===== src/rtl/spu_pkg.sv =====
// Shared types and constants for the SPU instruction fetch path.
// Pairs are two consecutive 32-bit words fetched from an 8-byte aligned local-store address.
package spu_pkg;

  localparam int unsigned INSTR_W = 32;
  localparam int unsigned OPC_W   = 11;
  localparam int unsigned LS_PC_W = 18;

  localparam logic [OPC_W-1:0] OPC_STOP = 11'h000;

  typedef enum logic [0:0] {
    StFetch,
    StHalt
  } fetch_state_e;

  typedef struct packed {
    logic [1:0]         slot_vld;
    logic [INSTR_W-1:0] instr0;
    logic [INSTR_W-1:0] instr1;
    logic [LS_PC_W-1:0] pc;
  } pair_t;

  function automatic logic [OPC_W-1:0] opc_of(input logic [INSTR_W-1:0] instr);
    return instr[INSTR_W-1 -: OPC_W];
  endfunction

endpackage


===== src/rtl/spu_fetch_buffer_if.sv =====
// Local-store fetch port, decoder port and branch redirect of the SPU fetch buffer.
// master: the fetch buffer itself; slave: local store, decoder and execute.
interface spu_fetch_buffer_if
  import spu_pkg::*;
#(
  parameter int unsigned PC_W = 18
) ();

  logic                 ls_req_valid;
  logic                 ls_req_ready;
  logic [PC_W-1:0]      ls_req_addr;
  logic                 ls_rsp_valid;
  logic [2*INSTR_W-1:0] ls_rsp_data;

  logic                 flush;
  logic [PC_W-1:0]      flush_pc;

  logic                 dec_ready;
  logic                 dec_valid;
  logic [1:0]           dec_slot_vld;
  logic [INSTR_W-1:0]   dec_instr0;
  logic [INSTR_W-1:0]   dec_instr1;
  logic [OPC_W-1:0]     dec_opc0;
  logic [OPC_W-1:0]     dec_opc1;
  logic [PC_W-1:0]      dec_pc;
  logic                 halted;

  modport master (
    output ls_req_valid, ls_req_addr,
    input  ls_req_ready, ls_rsp_valid, ls_rsp_data,
    input  flush, flush_pc,
    input  dec_ready,
    output dec_valid, dec_slot_vld, dec_instr0, dec_instr1, dec_opc0, dec_opc1, dec_pc,
    output halted
  );

  modport slave (
    input  ls_req_valid, ls_req_addr,
    output ls_req_ready, ls_rsp_valid, ls_rsp_data,
    output flush, flush_pc,
    output dec_ready,
    input  dec_valid, dec_slot_vld, dec_instr0, dec_instr1, dec_opc0, dec_opc1, dec_pc,
    input  halted
  );

endinterface


===== src/rtl/spu_fifo.sv =====
// Synchronous show-ahead FIFO with synchronous clear; the head entry is read straight
// from the storage registers so it is valid the cycle after it is written.
module spu_fifo #(
  parameter int unsigned Depth = 8,
  parameter int unsigned Width = 32,
  localparam int unsigned CntW = $clog2(Depth + 1),
  localparam int unsigned PtrW = (Depth > 1) ? $clog2(Depth) : 1
) (
  input  logic             clk,
  input  logic             reset,
  input  logic             clr_i,
  input  logic             push_i,
  input  logic [Width-1:0] data_i,
  input  logic             pop_i,
  output logic [Width-1:0] data_o,
  output logic             valid_o,
  output logic [CntW-1:0]  count_o
);

  logic [Width-1:0] mem_q [Depth];
  logic [PtrW-1:0]  wr_ptr_q, wr_ptr_d;
  logic [PtrW-1:0]  rd_ptr_q, rd_ptr_d;
  logic [CntW-1:0]  count_q, count_d;
  logic             push_en, pop_en;

  function automatic logic [PtrW-1:0] ptr_inc(input logic [PtrW-1:0] ptr);
    return (ptr == PtrW'(Depth - 1)) ? '0 : ptr + PtrW'(1);
  endfunction

  assign pop_en  = pop_i && (count_q != '0);
  // A full FIFO still accepts a write when the head leaves in the same cycle.
  assign push_en = push_i && ((count_q != CntW'(Depth)) || pop_en);

  always_comb begin
    wr_ptr_d = wr_ptr_q;
    rd_ptr_d = rd_ptr_q;
    count_d  = count_q;
    if (push_en) wr_ptr_d = ptr_inc(wr_ptr_q);
    if (pop_en)  rd_ptr_d = ptr_inc(rd_ptr_q);
    if (push_en && !pop_en) begin
      count_d = count_q + CntW'(1);
    end else if (!push_en && pop_en) begin
      count_d = count_q - CntW'(1);
    end
    if (clr_i) begin
      wr_ptr_d = '0;
      rd_ptr_d = '0;
      count_d  = '0;
    end
  end

  always_ff @(posedge clk or posedge reset) begin
    if (reset) begin
      wr_ptr_q <= '0;
      rd_ptr_q <= '0;
      count_q  <= '0;
    end else begin
      wr_ptr_q <= wr_ptr_d;
      rd_ptr_q <= rd_ptr_d;
      count_q  <= count_d;
    end
  end

  always_ff @(posedge clk) begin
    if (push_en && !clr_i) mem_q[wr_ptr_q] <= data_i;
  end

  assign data_o  = mem_q[rd_ptr_q];
  assign valid_o = (count_q != '0);
  assign count_o = count_q;

endmodule


===== src/rtl/spu_fetch_buffer.sv =====
// SPU instruction fetch and prefetch queue: issues pair fetches against a credit limit,
// discards stale responses after a redirect or stop, and presents pairs to the decoder.
module spu_fetch_buffer
  import spu_pkg::*;
#(
  parameter int unsigned     DEPTH    = 8,
  parameter int unsigned     PC_W     = LS_PC_W,
  parameter logic [PC_W-1:0] RESET_PC = '0
) (
  input logic               clk,
  input logic               reset,
  spu_fetch_buffer_if.master bus
);

  localparam int unsigned CntW = $clog2(DEPTH + 1);

  fetch_state_e    state_q, state_d;
  logic [PC_W-1:0] fetch_pc_q, fetch_pc_d;
  logic [PC_W-1:0] rsp_pc_q, rsp_pc_d;
  logic [CntW-1:0] outstanding_q, outstanding_d;
  logic [CntW-1:0] drop_cnt_q, drop_cnt_d;
  logic            odd_tgt_q, odd_tgt_d;

  logic [CntW-1:0]    fifo_count;
  logic [CntW:0]      in_use;
  logic               req_valid, req_fire;
  logic               rsp_keep, rsp_stop, stop0;
  logic [INSTR_W-1:0] rsp_w0, rsp_w1;
  logic [PC_W-1:0]    redirect_pc;
  pair_t              push_pair, head_pair;
  logic               head_valid;
  logic               unused_flush_pc_lsbs;

  assign rsp_w0      = bus.ls_rsp_data[2*INSTR_W-1:INSTR_W];
  assign rsp_w1      = bus.ls_rsp_data[INSTR_W-1:0];
  assign redirect_pc = {bus.flush_pc[PC_W-1:3], 3'b000};

  assign unused_flush_pc_lsbs = ^bus.flush_pc[1:0];

  // Queued pairs plus fetches in flight may never exceed the FIFO capacity.
  assign in_use    = {1'b0, fifo_count} + {1'b0, outstanding_q};
  assign req_valid = !reset && (state_q == StFetch) && !bus.flush &&
                     (in_use < (CntW + 1)'(DEPTH));
  assign req_fire  = req_valid && bus.ls_req_ready;
  assign rsp_keep  = bus.ls_rsp_valid && (drop_cnt_q == '0) && (state_q == StFetch) &&
                     !bus.flush;

  always_comb begin
    push_pair          = '0;
    stop0              = !odd_tgt_q && (opc_of(rsp_w0) == OPC_STOP);
    push_pair.slot_vld = {!odd_tgt_q, !stop0};
    push_pair.instr0   = rsp_w0;
    push_pair.instr1   = rsp_w1;
    push_pair.pc       = LS_PC_W'(rsp_pc_q);
    rsp_stop           = stop0 || (push_pair.slot_vld[0] && (opc_of(rsp_w1) == OPC_STOP));
  end

  always_comb begin
    state_d       = state_q;
    fetch_pc_d    = fetch_pc_q;
    rsp_pc_d      = rsp_pc_q;
    odd_tgt_d     = odd_tgt_q;
    drop_cnt_d    = drop_cnt_q;
    outstanding_d = outstanding_q;

    if (req_fire) begin
      outstanding_d = outstanding_d + CntW'(1);
      fetch_pc_d    = fetch_pc_q + PC_W'(8);
    end
    if (bus.ls_rsp_valid && (outstanding_q != '0)) outstanding_d = outstanding_d - CntW'(1);
    if (bus.ls_rsp_valid && (drop_cnt_q != '0))    drop_cnt_d    = drop_cnt_q - CntW'(1);

    if (rsp_keep) begin
      rsp_pc_d  = rsp_pc_q + PC_W'(8);
      odd_tgt_d = 1'b0;
      if (rsp_stop) begin
        state_d    = StHalt;
        drop_cnt_d = outstanding_d;
      end
    end

    if (bus.flush) begin
      state_d    = StFetch;
      fetch_pc_d = redirect_pc;
      rsp_pc_d   = redirect_pc;
      odd_tgt_d  = bus.flush_pc[2];
      drop_cnt_d = outstanding_d;
    end
  end

  always_ff @(posedge clk or posedge reset) begin
    if (reset) begin
      state_q       <= StFetch;
      fetch_pc_q    <= RESET_PC;
      rsp_pc_q      <= RESET_PC;
      odd_tgt_q     <= 1'b0;
      drop_cnt_q    <= '0;
      outstanding_q <= '0;
    end else begin
      state_q       <= state_d;
      fetch_pc_q    <= fetch_pc_d;
      rsp_pc_q      <= rsp_pc_d;
      odd_tgt_q     <= odd_tgt_d;
      drop_cnt_q    <= drop_cnt_d;
      outstanding_q <= outstanding_d;
    end
  end

  spu_fifo #(
    .Depth(DEPTH),
    .Width($bits(pair_t))
  ) u_fifo (
    .clk    (clk),
    .reset  (reset),
    .clr_i  (bus.flush),
    .push_i (rsp_keep),
    .data_i (push_pair),
    .pop_i  (bus.dec_ready),
    .data_o (head_pair),
    .valid_o(head_valid),
    .count_o(fifo_count)
  );

  assign bus.ls_req_valid = req_valid;
  assign bus.ls_req_addr  = fetch_pc_q;
  assign bus.halted       = (state_q == StHalt);

  // Decoder outputs read as zero whenever no pair is presented.
  assign bus.dec_valid    = head_valid;
  assign bus.dec_slot_vld = head_valid ? head_pair.slot_vld : 2'b00;
  assign bus.dec_instr0   = head_valid ? head_pair.instr0 : '0;
  assign bus.dec_instr1   = head_valid ? head_pair.instr1 : '0;
  assign bus.dec_opc0     = head_valid ? opc_of(head_pair.instr0) : '0;
  assign bus.dec_opc1     = head_valid ? opc_of(head_pair.instr1) : '0;
  assign bus.dec_pc       = head_valid ? PC_W'(head_pair.pc) : '0;

endmodule


===== src/flat_wrapper.sv =====
// flat-port wrapper written by rule: the top's interface ports become plain ports
module spu_fetch_buffer_flat import spu_pkg::*;
#(
  parameter int unsigned     DEPTH    = 8,
  parameter int unsigned     PC_W     = LS_PC_W,
  parameter logic [PC_W-1:0] RESET_PC = '0
)
  (clk, reset, bus_ls_req_valid, bus_ls_req_addr, bus_ls_req_ready, bus_ls_rsp_valid, bus_ls_rsp_data, bus_flush, bus_flush_pc, bus_dec_ready, bus_dec_valid, bus_dec_slot_vld, bus_dec_instr0, bus_dec_instr1, bus_dec_opc0, bus_dec_opc1, bus_dec_pc, bus_halted);
  spu_fetch_buffer_if #(.PC_W(PC_W)) bus_i ();
  input logic clk;
  input logic reset;
  output wire logic [$bits(bus_i.ls_req_valid)-1:0] bus_ls_req_valid;
  output wire logic [$bits(bus_i.ls_req_addr)-1:0] bus_ls_req_addr;
  input wire logic [$bits(bus_i.ls_req_ready)-1:0] bus_ls_req_ready;
  input wire logic [$bits(bus_i.ls_rsp_valid)-1:0] bus_ls_rsp_valid;
  input wire logic [$bits(bus_i.ls_rsp_data)-1:0] bus_ls_rsp_data;
  input wire logic [$bits(bus_i.flush)-1:0] bus_flush;
  input wire logic [$bits(bus_i.flush_pc)-1:0] bus_flush_pc;
  input wire logic [$bits(bus_i.dec_ready)-1:0] bus_dec_ready;
  output wire logic [$bits(bus_i.dec_valid)-1:0] bus_dec_valid;
  output wire logic [$bits(bus_i.dec_slot_vld)-1:0] bus_dec_slot_vld;
  output wire logic [$bits(bus_i.dec_instr0)-1:0] bus_dec_instr0;
  output wire logic [$bits(bus_i.dec_instr1)-1:0] bus_dec_instr1;
  output wire logic [$bits(bus_i.dec_opc0)-1:0] bus_dec_opc0;
  output wire logic [$bits(bus_i.dec_opc1)-1:0] bus_dec_opc1;
  output wire logic [$bits(bus_i.dec_pc)-1:0] bus_dec_pc;
  output wire logic [$bits(bus_i.halted)-1:0] bus_halted;
  assign bus_ls_req_valid = bus_i.ls_req_valid;
  assign bus_ls_req_addr = bus_i.ls_req_addr;
  assign bus_i.ls_req_ready = bus_ls_req_ready;
  assign bus_i.ls_rsp_valid = bus_ls_rsp_valid;
  assign bus_i.ls_rsp_data = bus_ls_rsp_data;
  assign bus_i.flush = bus_flush;
  assign bus_i.flush_pc = bus_flush_pc;
  assign bus_i.dec_ready = bus_dec_ready;
  assign bus_dec_valid = bus_i.dec_valid;
  assign bus_dec_slot_vld = bus_i.dec_slot_vld;
  assign bus_dec_instr0 = bus_i.dec_instr0;
  assign bus_dec_instr1 = bus_i.dec_instr1;
  assign bus_dec_opc0 = bus_i.dec_opc0;
  assign bus_dec_opc1 = bus_i.dec_opc1;
  assign bus_dec_pc = bus_i.dec_pc;
  assign bus_halted = bus_i.halted;
  spu_fetch_buffer #(.DEPTH(DEPTH), .PC_W(PC_W), .RESET_PC(RESET_PC)) u_core (.clk(clk), .reset(reset), .bus(bus_i));
endmodule

===== config.mk =====
export PLATFORM = sky130hd
export DESIGN_NAME = spu_fetch_buffer_flat
export DESIGN_NICKNAME = d
export VERILOG_FILES = /design/src/rtl/spu_pkg.sv /design/src/rtl/spu_fetch_buffer_if.sv /design/src/rtl/spu_fifo.sv /design/src/rtl/spu_fetch_buffer.sv /design/src/flat_wrapper.sv
export SDC_FILE = /design/constraint.sdc
export NUM_CORES = 1
export LEC_CHECK = 0
export CAP_MARGIN = 20
export CORE_MARGIN = 4
export CORE_UTILIZATION = 35
export DETAILED_ROUTE_END_ITERATION = 7
export GPL_ROUTABILITY_DRIVEN = 0
export MAX_ROUTING_LAYER = met4
export SYNTH_ARGS = -nofsm -noshare
export SYNTH_HDL_FRONTEND = slang
export SYNTH_SLANG_ARGS = --single-unit

===== constraint.sdc =====
create_clock -name clk -period 9 [get_ports clk]
set_input_delay 1.8 -clock clk [delete_from_list [all_inputs] [get_ports clk]]
set_output_delay 1.8 -clock clk [all_outputs]
set_load 0.01 [all_outputs]

Yosys cells after proc, flatten, opt, wreduce, memory -nomap -nowiden
Memories as Yosys holds them, arrays and structs flattened.
Index checks and enable logic that the tools add are counted.
{ "totals": {"ff_bits": 56, "latch_bits": 0, "ram_bits": 672, "mem_bits_ro": 0, "input_bits": 88, "memories": 1} }
{ "mem_list": {"columns": ["name", "words", "word_bits", "rd", "rd_clocked_by_memory_dff", "write_ports", "line", "text"], "rows": [
  ["u_core.u_fifo.mem_q", 8, 84, 1, 0, 1, "spu_fifo.sv:20", "logic [Width-1:0] mem_q [Depth];"]
]} }
{ "classes": {"addsub": 10, "n_mul": 0, "div_mod_pow": 0, "magnitude_cmp": 1, "eq_ne": 3, "shifts": 0, "muxes": 32, "n_bitwise": 1, "reduce_logical": 37} }
{ "ops": {"columns": ["op", "count"], "rows": [
  ["18-bit 2-to-1 mux", 5],
  ["32-bit 2-to-1 mux", 2],
  ["18-bit by 4-bit adder with 18-bit output (second input constant)", 2],
  ["4-bit 2-to-1 mux", 9],
  ["11-bit logical NOT", 2],
  ["11-bit 2-to-1 mux", 2],
  ["3-bit 2-to-1 mux", 6],
  ["1-bit logical AND", 16],
  ["4-bit nonzero test", 3],
  ["4-bit by 1-bit subtractor with 4-bit output (second input constant)", 3],
  ["2-bit nonzero test", 5],
  ["4-bit by 1-bit adder with 4-bit output (second input constant)", 2],
  ["1-bit 2-to-1 mux", 7],
  ["3-bit by 1-bit adder with 3-bit output (second input constant)", 2],
  ["3-bit equality test (second input constant)", 2],
  ["1-bit logical NOT", 6],
  ["4-bit by 4-bit adder with 5-bit output", 1],
  ["5-bit by 4-bit less-than comparator with 1-bit output (second input constant)", 1],
  ["4-bit logical NOT", 1],
  ["4-bit != test (second input constant)", 1],
  ["3-bit nonzero test", 1],
  ["1-bit logical OR", 2],
  ["2-bit 2-to-1 mux", 1],
  ["2-bit AND reduction", 1],
  ["1-bit inverter", 1]
]} }

Logic depth before layout (Yosys ltp)
Gate-level depths: netlist (run 1).
{ "logic_depth": {"word_depth": 11, "ltp_mapped": 14, "mapped_depth_nobuf": 13} }

Modules after synthesis
Synthesis (run 1) repeated with hierarchy kept, for this count alone.
{ "unflattened": {"hier_cells": 1434, "hier_area_um2": 29154.2} }
{ "by_module_without_submodules": {"columns": ["module", "n_inst", "cells_each", "area_each_um2", "seq_area_each_um2"], "rows": [
  ["spu_fifo", 1, 1055, 25996.2, 20429.6],
  ["spu_fetch_buffer", 1, 379, 3158.0, 1001.0]
]} }

Least setup slack after synthesis (run 1)
Ideal clock, no wire load.
{ "synth_path": {"path_kind": "input -> register", "startpoint": "in bus_ls_rsp_valid", "endpoint": "mem u_core.u_fifo.mem_q[1][10] (netlist bit), enable pin", "setup_time_ps": 620, "t_arrival_ps": 8531, "t_required_ps": 8380, "path_slack_ps": -151, "path_stages": 6, "path_buffers": 1, "cell_sequence": "nand2_1 or4_1 buf_2 a311oi_4 nand2_1 nor3_1"} }
{ "synth_between": {"elab_chain_cells": 7} }
{ "synth_lines": {"columns": ["item", "line", "text"], "rows": [
  ["from (decl)", "flat_wrapper.sv:15", "input wire logic [$bits(bus_i.ls_rsp_valid)-1:0] bus_ls_rsp_valid;"],
  ["1-bit logical AND (3 in series)", "spu_fetch_buffer.sv:45", "assign rsp_keep = bus.ls_rsp_valid && (drop_cnt_q == '0) && (state_q == StFetch) &&"],
  ["1-bit logical AND", "spu_fifo.sv:32", "assign push_en = push_i && ((count_q != CntW'(Depth)) || pop_en);"],
  ["1-bit logical AND", "spu_fifo.sv:65", "if (push_en && !clr_i) mem_q[wr_ptr_q] <= data_i;"],
  ["1-bit 2-to-1 mux", "spu_fifo.sv:65", null],
  ["1-bit 2-to-1 mux (implied by the code)", "spu_fifo.sv:65", null],
  ["to (decl)", "spu_fifo.sv:20", null]
]} }
Every way passes these cells.

Worst setup path after layout (run 1)
{ "layout_path": {"startpoint": "reg u_core.u_fifo.rd_ptr_q[2]", "endpoint": "out bus_dec_instr0[2]"} }
{ "layout_between": {"elab_chain_cells": 2} }
{ "layout_lines": {"columns": ["item", "line", "text"], "rows": [
  ["from (decl)", "spu_fifo.sv:22", "logic [PtrW-1:0] rd_ptr_q, rd_ptr_d;"],
  ["from (signal assigned)", "spu_fifo.sv:59", "rd_ptr_q <= rd_ptr_d;"],
  ["memory read 8 x 84 bit", null, null],
  ["32-bit 2-to-1 mux", "spu_fetch_buffer.sv:131", "assign bus.dec_instr0 = head_valid ? head_pair.instr0 : '0;"],
  ["to (decl)", "flat_wrapper.sv:22", "output wire logic [$bits(bus_i.dec_instr0)-1:0] bus_dec_instr0;"]
]} }
Every way passes these cells.

==> out/qor.yml, run 1 <==
sta:
  setup_tns_ns: 0
  setup_viol: 0
  tightest_slew_ns: 1.09
  fmax_mhz: 178
  min_period_ns: 5.63
  hold_slack_ns: 0.568
  slew_violations: 0
  slew_headroom_pct: 27.5
  final_hold_viol_count: 0
  rsz0062_at_grt: "false"
  skew_ns: 0.0261
  post-route-period-util_pct: 62.5
clocking:
  cts_sinks: 698
  post_cts_buffers: 0
  cts_root_buffer: "clkbuf_16"
  cts_buffers: 78
  clock_latency_ns: 0.60
  cts_resized: 0
  clkTransAtPathRegs_ns: 0.05
  h-tree-depth: 3
  clock_path_buffers: 3
  hold_buffers: 0
  cts_tree: "done"
setup_path:
  r2r_slack_ns: 4.87
  r2r_end: "u_core.u_fifo.mem_q[5][68]"
  crit_start: "u_core.u_fifo.rd_ptr_q[2]"
  path_class: "flop to output port"
  start_kind: "flop"
  cp-endpoint: "bus_dec_instr0[2]"
  crit_slowest_cell: "dfrtp_4"
  path_depth: 4
  crit_chain: "buf_4, mux2i_1, nor2_1, clkdlybuf4s50_1"
  worstReg2RegStart: "u_core.drop_cnt_q[0]"
  worst_r2r_path_depth: 8
  arrival_ns: 3.83
  end_kind: "output port"
  crit_family: "buffers and inverters"
  cpPeakStageDelay_ns: 1.10
  required_ns: 7.20
  worst-path-buf-inv: 2
  crit_fanout: 45
global_routing:
  grt_use_total_pct: 15.0
  grt_pass1_wl_um: 91200
  grt_max_degree: 103
  grt_overflow: 0
  first_global_vias: 14600
  antenna_found_initial: 3
pwr:
  ir_drop_mv: 0.126
  p_leak_nw: 10.4
  switching_share_pct: 26.3
  combPwrFrac_pct: 21.3
  internal-power_mw: 6.28
  power_density_nw_per_um2: 255
  p_switching_mw: 2.24
  seqPwrFrac_pct: 44.2
  pwr-share-clk_pct: 34.6
synth:
  seq_area_frac_synth_pct: 74.6
  syn_area_sq_um: 27800
  synth_async_sr_flop_share_pct: 7.16
  synth_ff_type: "edfxtp_1"
  synth_top_cell_area_share_pct: 70.1
  yosys_warnings: 0
  syn_inst: 1387
  synth_edf_count: 648
  synth-seq-cells: 698
  synth_area_leader_cell: "edfxtp_1"
  ys_top_cells_by_area: "edfxtp_1 70%, mux4_2 13%, dfrtp_1 4.5%"
  synth.distinct_cells: 54
  postSynthAreaPerCell_sq_um: 20.0
finish:
  synthToLayoutAreaGrowth_pct: 20.2
  seq_area_sq_um: 20700
  fill_cells: 6907
  multiInputGateArea_sq_um: 6630
  final_nets: 1717
  final_common_cell: "edfxtp_1"
  final_cell_mix: "648 x edfxtp_1, 205 x clkdlybuf4s50_1, 162 x mux4_2, 106 x nor2_1, 85 x mux2i_1"
  drive_above_1_share_pct: 19.3
detailed_routing:
  dr.pass1.iters: 5
  dr.first_iter.drc_count: 987
  drt.antenna.violating_nets: 0
  via_count: 13700
  vias_per_cell: 5.04
  drt_wl_total_um: 61000
  routedWlPerCell_um: 22.4
  drc_errors: 0
floorplan:
  die_w_um: 290
  core.rowCount: 103
  core-area_sq_um: 78900
  initial_core_util_pct: 35.2
  io_pins: 215
  dieHeight_um: 290
  die-area_sq_um: 83900
placement:
  hpwl_um: 33800
  port_buffers: 206
min_path:
  whs_path_depth: 1
  hold_path_class: "flop to flop"
run:
  drv_cap: 0
status:
  outcome: "finished clean"
-- per-stage QoR --
stage	std cells	worst slack [ns]	util (%)	instance area, sq um	power (mW)
floorplan	1392	2.02	-	27800	4.87
global placement	2582	3.11	39.3	31000	5.66
detailed placement	2582	3.01	39.3	31000	5.68
CTS	2718	3.22	42.3	33400	8.65
global route	2721	3.06	42.3	33400	8.92
finish	2721	3.37	42.3	33400	8.51
-- final cells by class --
cell class	count	area share (%)
Multi-Input combinational cell	589	19.9
Inverter	14	0.157
Antenna cell	2	0.0150
Sequential cell	698	62.1
Tap cell	1050	3.94
Timing Repair Buffer	232	6.90
Clock inverter	38	0.873
Clock buffer	98	6.20
-- metal layers --
metal,routed length [um],track usage [%],vias up
met4,954,3.76,0
met2,30600,24.5,310
met5,0,-,-
li1,-,-,6051
met3,2760,2.60,84
met1,26700,19.6,7272
-- sequential cells by signal, summed over array words and instances, names as in the netlist --
| signal | flops |
|---|---|
| u_core.u_fifo.mem_q | 648 |
| u_core.bus.ls_req_addr | 15 |
| u_core.rsp_pc_q | 15 |
| u_core.drop_cnt_q | 4 |
| u_core.outstanding_q | 4 |
| u_core.u_fifo.count_o | 4 |
| u_core.u_fifo.rd_ptr_q | 3 |
| u_core.u_fifo.wr_ptr_q | 3 |
| u_core.bus.halted | 1 |
| u_core.odd_tgt_q | 1 |
-- synth_stat cells, drive strengths merged (4+ instances only) --
cell	n
edfxtp	648
mux4	162
nor2	112
mux2i	85
buf	60
dfrtp	50
nand2	41
clkbuf	31
o21ai	24
nand3	21
ha	15
inv	14
xnor2	13
a21oi	12
xor2	12
mux2	10
nor4	10
nor3	8
and3	5
o311ai	5
a31oi	4
nand2b	4
nand4	4
o211ai	4
-- cells by family (layout without fill, tap and decap cells) --
kind of cell	Yosys count	after routing	share of synthesized area [%]
DFF	698	698	74.6
buffers and inverters	105	382	1.88
muxes	257	257	16.6
and+or+nand+nor	219	219	3.73
xor gates and xnor gates	25	25	0.788
AOI/OAI and AO/OA	66	66	1.67
other	1	8	0.0135
adders and majority gates	16	16	0.748
-- power by group through the flow --
| stage | clock (mW) | combinational, mW | sequential (mW) |
|---|---|---|---|
| CTS | 3.03 | 1.86 | 3.76 |
| finish | 2.94 | 1.81 | 3.76 |
| floorplan | 0 | 1.12 | 3.75 |
| global placement | 0 | 1.84 | 3.82 |
| global route | 3.16 | 1.98 | 3.78 |
| detailed placement | 0 | 1.85 | 3.83 |
-- worst min-delay path by stage --
| stage | start | end | slack [ns] |
|---|---|---|---|
| 6_report | u_core.outstanding_q[3] | u_core.outstanding_q[3] | 0.57 |
| 3_3_place_gp | u_core.bus.ls_req_addr[17] | u_core.bus.ls_req_addr[17] | 0.54 |
| 4_1_cts | u_core.outstanding_q[3] | u_core.outstanding_q[3] | 0.56 |
| 3_5_place_dp | u_core.outstanding_q[3] | u_core.outstanding_q[3] | 0.56 |
| 5_1_grt | u_core.bus.ls_req_addr[13] | u_core.bus.ls_req_addr[13] | 0.60 |
| 2_1_floorplan | u_core.outstanding_q[3] | u_core.outstanding_q[3] | 0.51 |
Note: power is estimated with default switching activity, not from simulation.
==> inputs of run 2 (changes only) <==
==> constraint.sdc (replaced) <==
create_clock -name clk -period 4.6 [get_ports clk]
set_input_delay 0.92 -clock clk [delete_from_list [all_inputs] [get_ports clk]]
set_output_delay 0.92 -clock clk [all_outputs]
set_load 0.01 [all_outputs]
==> run 2 against run 1 <==
Against the previous run:
- die area unchanged
- sequential cell count unchanged
- global-route usage up 0.35 points
- non-clock buffer count up 19
- utilization up 0.66 points
- power up 99%
- worst setup slack worse by 2.9 ns
- critical path depth up 2
- hold slack better by 0.0091 ns
- cell area up 1.6%
- sequential share of layout area down 0.96 points
==> out/qor.yml, run 2 (same netlist as run 1, synthesis figures left out) <==
setup_path:
  start_kind: "flop"
  crit_fanout: 20  # -56%
  arrival_ns: 3.20  # -0.63 ns
  r2r_slack_ns: 1.41  # -3.46 ns
  path_class: "flop to output port"
  end_kind: "output port"
  required_ns: 3.68  # -3.52 ns
pwr:
  switching_share_pct: 26.3  # +0.042 points
  pwr-share-clk_pct: 34.8  # +0.2 points
  combPwrFrac_pct: 21.9  # +0.6 points
  seqPwrFrac_pct: 43.3  # -0.9 points
  internal-power_mw: 12.5  # +99%
  p_switching_mw: 4.46  # +99%
  p_leak_nw: 10.6  # +2.1%
  ir_drop_mv: 0.361  # +190%
  power_density_nw_per_um2: 500  # +96%
finish:
  final_nets: 1735  # +1.0%
  final_common_cell: "edfxtp_1"
  drive_above_1_share_pct: 20.3  # +1.0 points
  instances_no_fill: 2745  # +0.88%
  regMostFlops: "u_core.u_fifo.mem_q"
  largest_reg_flops: 648  # unchanged
  final_cell_mix: "648 x edfxtp_1, 205 x clkdlybuf4s50_1, 162 x mux4_2, 106 x nor2_1, 85 x mux2i_1"
  synthToLayoutAreaGrowth_pct: 22.1
sta:
  hold_slack_ns: 0.577  # +0.00912 ns
  post-route-period-util_pct: 89.5
  fmax_mhz: 243
  final_hold_viol_count: 0  # unchanged
  setup_tns_ns: 0  # unchanged
  min_period_ns: 4.12
  rsz0062_at_grt: "false"
  setup_viol: 0  # unchanged
  slew_violations: 0  # unchanged
  tightest_slew_ns: 0.912  # -0.173 ns
  slew_headroom_pct: 38.7  # +11 points
  skew_ns: 0.0280  # +0.00183 ns
status:
  outcome: "finished clean"
global_routing:
  grt_overflow: 0  # unchanged
  grt_use_total_pct: 15.3  # +0.35 points
  first_global_vias: 14600  # -0.18%
  grt_max_degree: 83  # -19%
  antenna_found_initial: 3  # unchanged
  grt_pass1_wl_um: 93200  # +2.2%
clocking:
  cts_buffers: 77  # -1.3%
  h-tree-depth: 3  # unchanged
  cts_root_buffer: "clkbuf_16"
  clkTransAtPathRegs_ns: 0.06  # about the same
  cts_tree: "done"
  hold_buffers: 0  # unchanged
  cts_resized: 0  # unchanged
  clock_path_buffers: 3  # unchanged
  cts_sinks: 698  # unchanged
  post_cts_buffers: 0  # unchanged
  clock_latency_ns: 0.62  # +0.02 ns
floorplan:
  die_w_um: 290  # unchanged
  die-area_sq_um: 83900  # unchanged
  initial_core_util_pct: 35.2  # unchanged
  dieHeight_um: 290  # unchanged
  io_pins: 215  # unchanged
  core-area_sq_um: 78900  # unchanged
  core.rowCount: 103  # unchanged
placement:
  port_buffers: 206  # unchanged
  dpl.cell_count: 2602  # +0.77%
  hpwl_um: 36100  # +6.9%
detailed_routing:
  dr.pass1.iters: 4  # -1
  drt.antenna.violating_nets: 0  # unchanged
  via_count: 13700  # +0.20%
  vias_per_cell: 5.01  # -0.67%
  dr.first_iter.drc_count: 799  # -19%
  drc_errors: 0  # unchanged
  drt_wl_total_um: 62300  # +2.2%
  routedWlPerCell_um: 22.7  # +1.3%
min_path:
  hold_path_class: "flop to flop"
run:
  drv_cap: 0  # unchanged
-- run 2: cell types whose count changed in the layout (fill, tap and decap cells not counted), moves of 2 or more --
cell	previous run	this run
buf_4	22	16
bufinv_16	3	6
inv_6	4	2
buf_12	4	29
clkinv_8	0	3
clkinvlp_4	3	0
clkbuf_16	80	78
clkinv_2	8	10
-- run 2: final timing paths --
| check | startpoint | end | cells past startpoint |
|---|---|---|---|
| max in group asynchronous | reset | u_core.rsp_pc_q[13] | 3 |
| min reg2reg | u_core.bus.ls_req_addr[12] | u_core.bus.ls_req_addr[12] | 1 |
| max | u_core.u_fifo.rd_ptr_q[0] | bus_dec_opc0[6] | 6 |
| max reg2reg | u_core.drop_cnt_q[0] | u_core.u_fifo.mem_q[0][10] | 10 |
| min in group asynchronous | reset | u_core.bus.ls_req_addr[3] | 2 |
| min | u_core.bus.ls_req_addr[12] | u_core.bus.ls_req_addr[12] | 1 |
-- run 2: routing by layer --
| metal | part of all wire, % | track usage (%) |
|---|---|---|
| met1 | 45 | 20.3 |
| met2 | 50 | 24.7 |
| met3 | 4.3 | 2.91 |
| met4 | 1.4 | 3.76 |
| met5 | 0 | - |
-- run 2: layout make-up --
type	instances	area (sq um)
fillers	6843	45000
flip-flops and latches	698	20700
multi-input cells	589	6630
repair buffers	251	2760
clock buffers	98	2040
well taps	1050	1310
clock inverters	42	388
inverters	14	52.6
diodes	3	7.51
-- run 2: power groups by stage --
stage	Clock (mW)	Sequential, mW	Combinational (mW)
finish	5.90	7.33	3.71
global route	6.35	7.35	4.05
CTS	6.06	7.33	3.81
detailed placement	0	7.46	3.80
global placement	0	7.45	3.76
floorplan	0	7.34	2.19
-- run 2: metrics by stage --
stage | setup WS [ns] | util, % | area (sq um) | power, mW
after floorplan | -0.157 | - | 27800 | 9.52
after global placement | 0.570 | 39.9 | 31500 | 11.2
after detailed placement | 0.496 | 39.9 | 31500 | 11.3
after CTS | 0.332 | 43.0 | 33900 | 17.2
after global routing | 0.284 | 43.0 | 33900 | 17.8
final | 0.485 | 43.0 | 33900 | 16.9
-- run 2: worst max-delay path, cell delays in order (launching register included) --
cell             delay, ns
dfrtp_4               0.74
buf_12                0.27
buf_4                 0.23
mux4_2                0.52
mux2i_1               0.21
nor2_1                0.09
clkdlybuf4s50_1       0.51
==> inputs of run 3 (changes only) <==
--- a/config.mk
+++ b/config.mk
@@ -11,6 +11,7 @@
 export DETAILED_ROUTE_END_ITERATION = 7
 export GPL_ROUTABILITY_DRIVEN = 0
 export MAX_ROUTING_LAYER = met4
+export RECOVER_POWER = 50
 export SYNTH_ARGS = -nofsm -noshare
 export SYNTH_HDL_FRONTEND = slang
 export SYNTH_SLANG_ARGS = --single-unit
==> run 3 against run 2 <==
Against the previous run:
- sequential share of layout area increased by 0.13 points
- die area unchanged
- via count is 0.70% higher
- critical path depth stayed put
- cell count barely moved
- highest routed layer unchanged
==> out/qor.yml, run 3 (same netlist as run 1, synthesis figures left out) <==
status:
  outcome: "finished clean"
finish:
  final_common_cell: "edfxtp_1"
  drive_above_1_share_pct: 19.7  # -0.65 points
  fill_cells: 6854  # +0.16%
  final_nets: 1735  # unchanged
  post-route-util_pct: 42.9  # -0.089 points
  synthToLayoutAreaGrowth_pct: 21.8
  final_cell_mix: "648 x edfxtp_1, 162 x mux4_2, 123 x clkdlybuf4s50_1, 106 x nor2_1, 85 x mux2i_1"
  regMostFlops: "u_core.u_fifo.mem_q"
  seq_area_sq_um: 20700  # unchanged
  multiInputGateArea_sq_um: 6560  # -1.0%
  largest_reg_flops: 648  # unchanged
sta:
  tightest_slew_ns: 1.43  # +0.515 ns
  setup_viol: 0  # unchanged
  slew_headroom_pct: 3.97  # -35 points
  final_hold_viol_count: 0  # unchanged
  rsz0062_at_grt: "false"
  skew_ns: 0.0283  # +0.000311 ns
  min_period_ns: 4.12  # +0.00461 ns
  fmax_mhz: 243  # -0.11%
  slew_violations: 0  # unchanged
  post-route-period-util_pct: 89.6  # +0.10 points
global_routing:
  grt_max_degree: 83  # unchanged
  antenna_found_initial: 9  # +6
  first_global_vias: 14600  # unchanged
  grt_pass1_wl_um: 93200  # unchanged
  grt_use_total_pct: 15.3  # unchanged
  grt_overflow: 0  # unchanged
setup_path:
  worst-path-buf-inv: 3  # unchanged
  r2r_slack_ns: 1.28  # -0.13 ns
  arrival_ns: 3.20  # about the same
  crit_chain: "buf_12, buf_4, mux4_2, mux2i_1, nor2_1, clkdlybuf4s50_1"
  crit_family: "buffers and inverters"
  start_kind: "flop"
  worst_r2r_path_depth: 11  # +1
  crit_slowest_cell: "dfrtp_4"
  worstReg2RegStart: "u_core.u_fifo.count_o[0]"
  required_ns: 3.68  # about the same
  end_kind: "output port"
  path_depth: 6  # unchanged
  r2r_end: "u_core.u_fifo.count_o[3]"
  crit_fanout: 20  # unchanged
  path_class: "flop to output port"
  cpPeakStageDelay_ns: 0.75  # about the same
detailed_routing:
  via_count: 13800  # +0.70%
  routedWlPerCell_um: 22.7  # about the same
  dr.max_layer_used: "met4"
  vias_per_cell: 5.04  # +0.63%
  drt_wl_total_um: 62400  # +0.16%
  m1WireLength_um: 27700  # -0.11%
  drt.antenna.violating_nets: 0  # unchanged
  dr_wl_met3_um: 2910  # +8.4%
  dr.pass1.iters: 5  # +1
  drc_errors: 0  # unchanged
  wl_met2_um: 30900  # -0.46%
  dr.first_iter.drc_count: 768  # -3.9%
clocking:
  h-tree-depth: 3  # unchanged
  cts_root_buffer: "clkbuf_16"
  clkTransAtPathRegs_ns: 0.06  # about the same
  cts_buffers: 77  # unchanged
  cts_tree: "done"
  cts_sinks: 698  # unchanged
  cts_resized: 0  # unchanged
  hold_buffers: 0  # unchanged
  clock_latency_ns: 0.61  # about the same
  clock_path_buffers: 3  # unchanged
  post_cts_buffers: 0  # unchanged
min_path:
  min-delay-start: "u_core.bus.ls_req_addr[12]"
  hold_path_class: "flop to flop"
  hold_end: "u_core.bus.ls_req_addr[12]"
  whs_path_depth: 1  # unchanged
pwr:
  finalPower_mw: 16.9  # -0.27%
  p_leak_nw: 10.6  # about the same
  power_density_nw_per_um2: 499  # about the same
  ir_drop_mv: 0.352  # -2.5%
floorplan:
  core-area_sq_um: 78900  # unchanged
  dieHeight_um: 290  # unchanged
  core.rowCount: 103  # unchanged
  die_w_um: 290  # unchanged
  io_pins: 215  # unchanged
  initial_core_util_pct: 35.2  # unchanged
  die-area_sq_um: 83900  # unchanged
run:
  drv_cap: 0  # unchanged
placement:
  hpwl_um: 36100  # unchanged
  port_buffers: 206  # unchanged
run 3: cell count changes in the layout (fill, tap and decap cells not counted), sizes merged:
cell,delta
clkdlybuf4s50,-82
dlygate4sd3,+82
buf,-2
clkbuf,+2
diode,+2
run 3: power breakdown:
group | switching, mW | internal [mW] | total [mW]
clock | 2.43 | 3.48 | 5.91
combinational | 1.77 | 1.90 | 3.67
sequential | 0.241 | 7.08 | 7.32
run 3: cell type report:
cell class / instances / share of cell area (%)
Timing Repair Buffer: 251 / 8.13
Clock inverter: 42 / 1.15
Inverter: 14 / 0.155
Clock buffer: 98 / 6.02
Tap cell: 1050 / 3.88
Antenna cell: 5 / 0.0370
Sequential cell: 698 / 61.2
Multi-Input combinational cell: 589 / 19.4
run 3: stage by stage:
| step | cell area (sq um) | cells | setup TNS, ns | worst slack [ns] | hold WS (ns) |
|---|---|---|---|---|---|
| 6_report | 33800 | 2747 | 0 | 0.480 | 0.572 |
| 3_3_place_gp | 31500 | 2602 | 0 | 0.570 | 0.557 |
| 4_1_cts | 33900 | 2742 | 0 | 0.332 | 0.577 |
| 3_5_place_dp | 31500 | 2602 | 0 | 0.496 | 0.568 |
| 2_1_floorplan | 27800 | 1392 | -39.75 | -0.157 | 0.511 |
| 5_1_grt | 33800 | 2746 | 0 | 0.284 | 0.607 |
run 3: how the worst max path moves through the flow:
stage	from	endpoint	slack [ns]
2_1_floorplan	bus_ls_rsp_valid	u_core.u_fifo.mem_q[2][10]	-0.16
3_3_place_gp	bus_ls_rsp_valid	u_core.u_fifo.mem_q[0][25]	0.57
3_5_place_dp	bus_ls_rsp_valid	u_core.u_fifo.mem_q[1][64]	0.50
4_1_cts	u_core.u_fifo.rd_ptr_q[0]	bus_dec_opc0[3]	0.33
5_1_grt	u_core.u_fifo.rd_ptr_q[0]	bus_dec_opc0[3]	0.28
6_report	u_core.u_fifo.rd_ptr_q[0]	bus_dec_opc0[3]	0.48
run 3: routing by layer:
| metal | GRT usage, % | vias up |
|---|---|---|
| li1 | - | 6104 |
| met1 | 20.3 | 7354 |
| met2 | 24.7 | 310 |
| met3 | 2.91 | 73 |
| met4 | 3.76 | 0 |
| met5 | - | - |
run 3: worst reg2reg max path, delay by kind of cell, from the launching register on:
kind                       cells  cell delay (ns)
and+or+nand+nor                4             1.01
DFF                            1             0.46
adders and majority gates      1             0.31
buffers and inverters          2             0.69
AOI/OAI and AO/OA              4             0.73
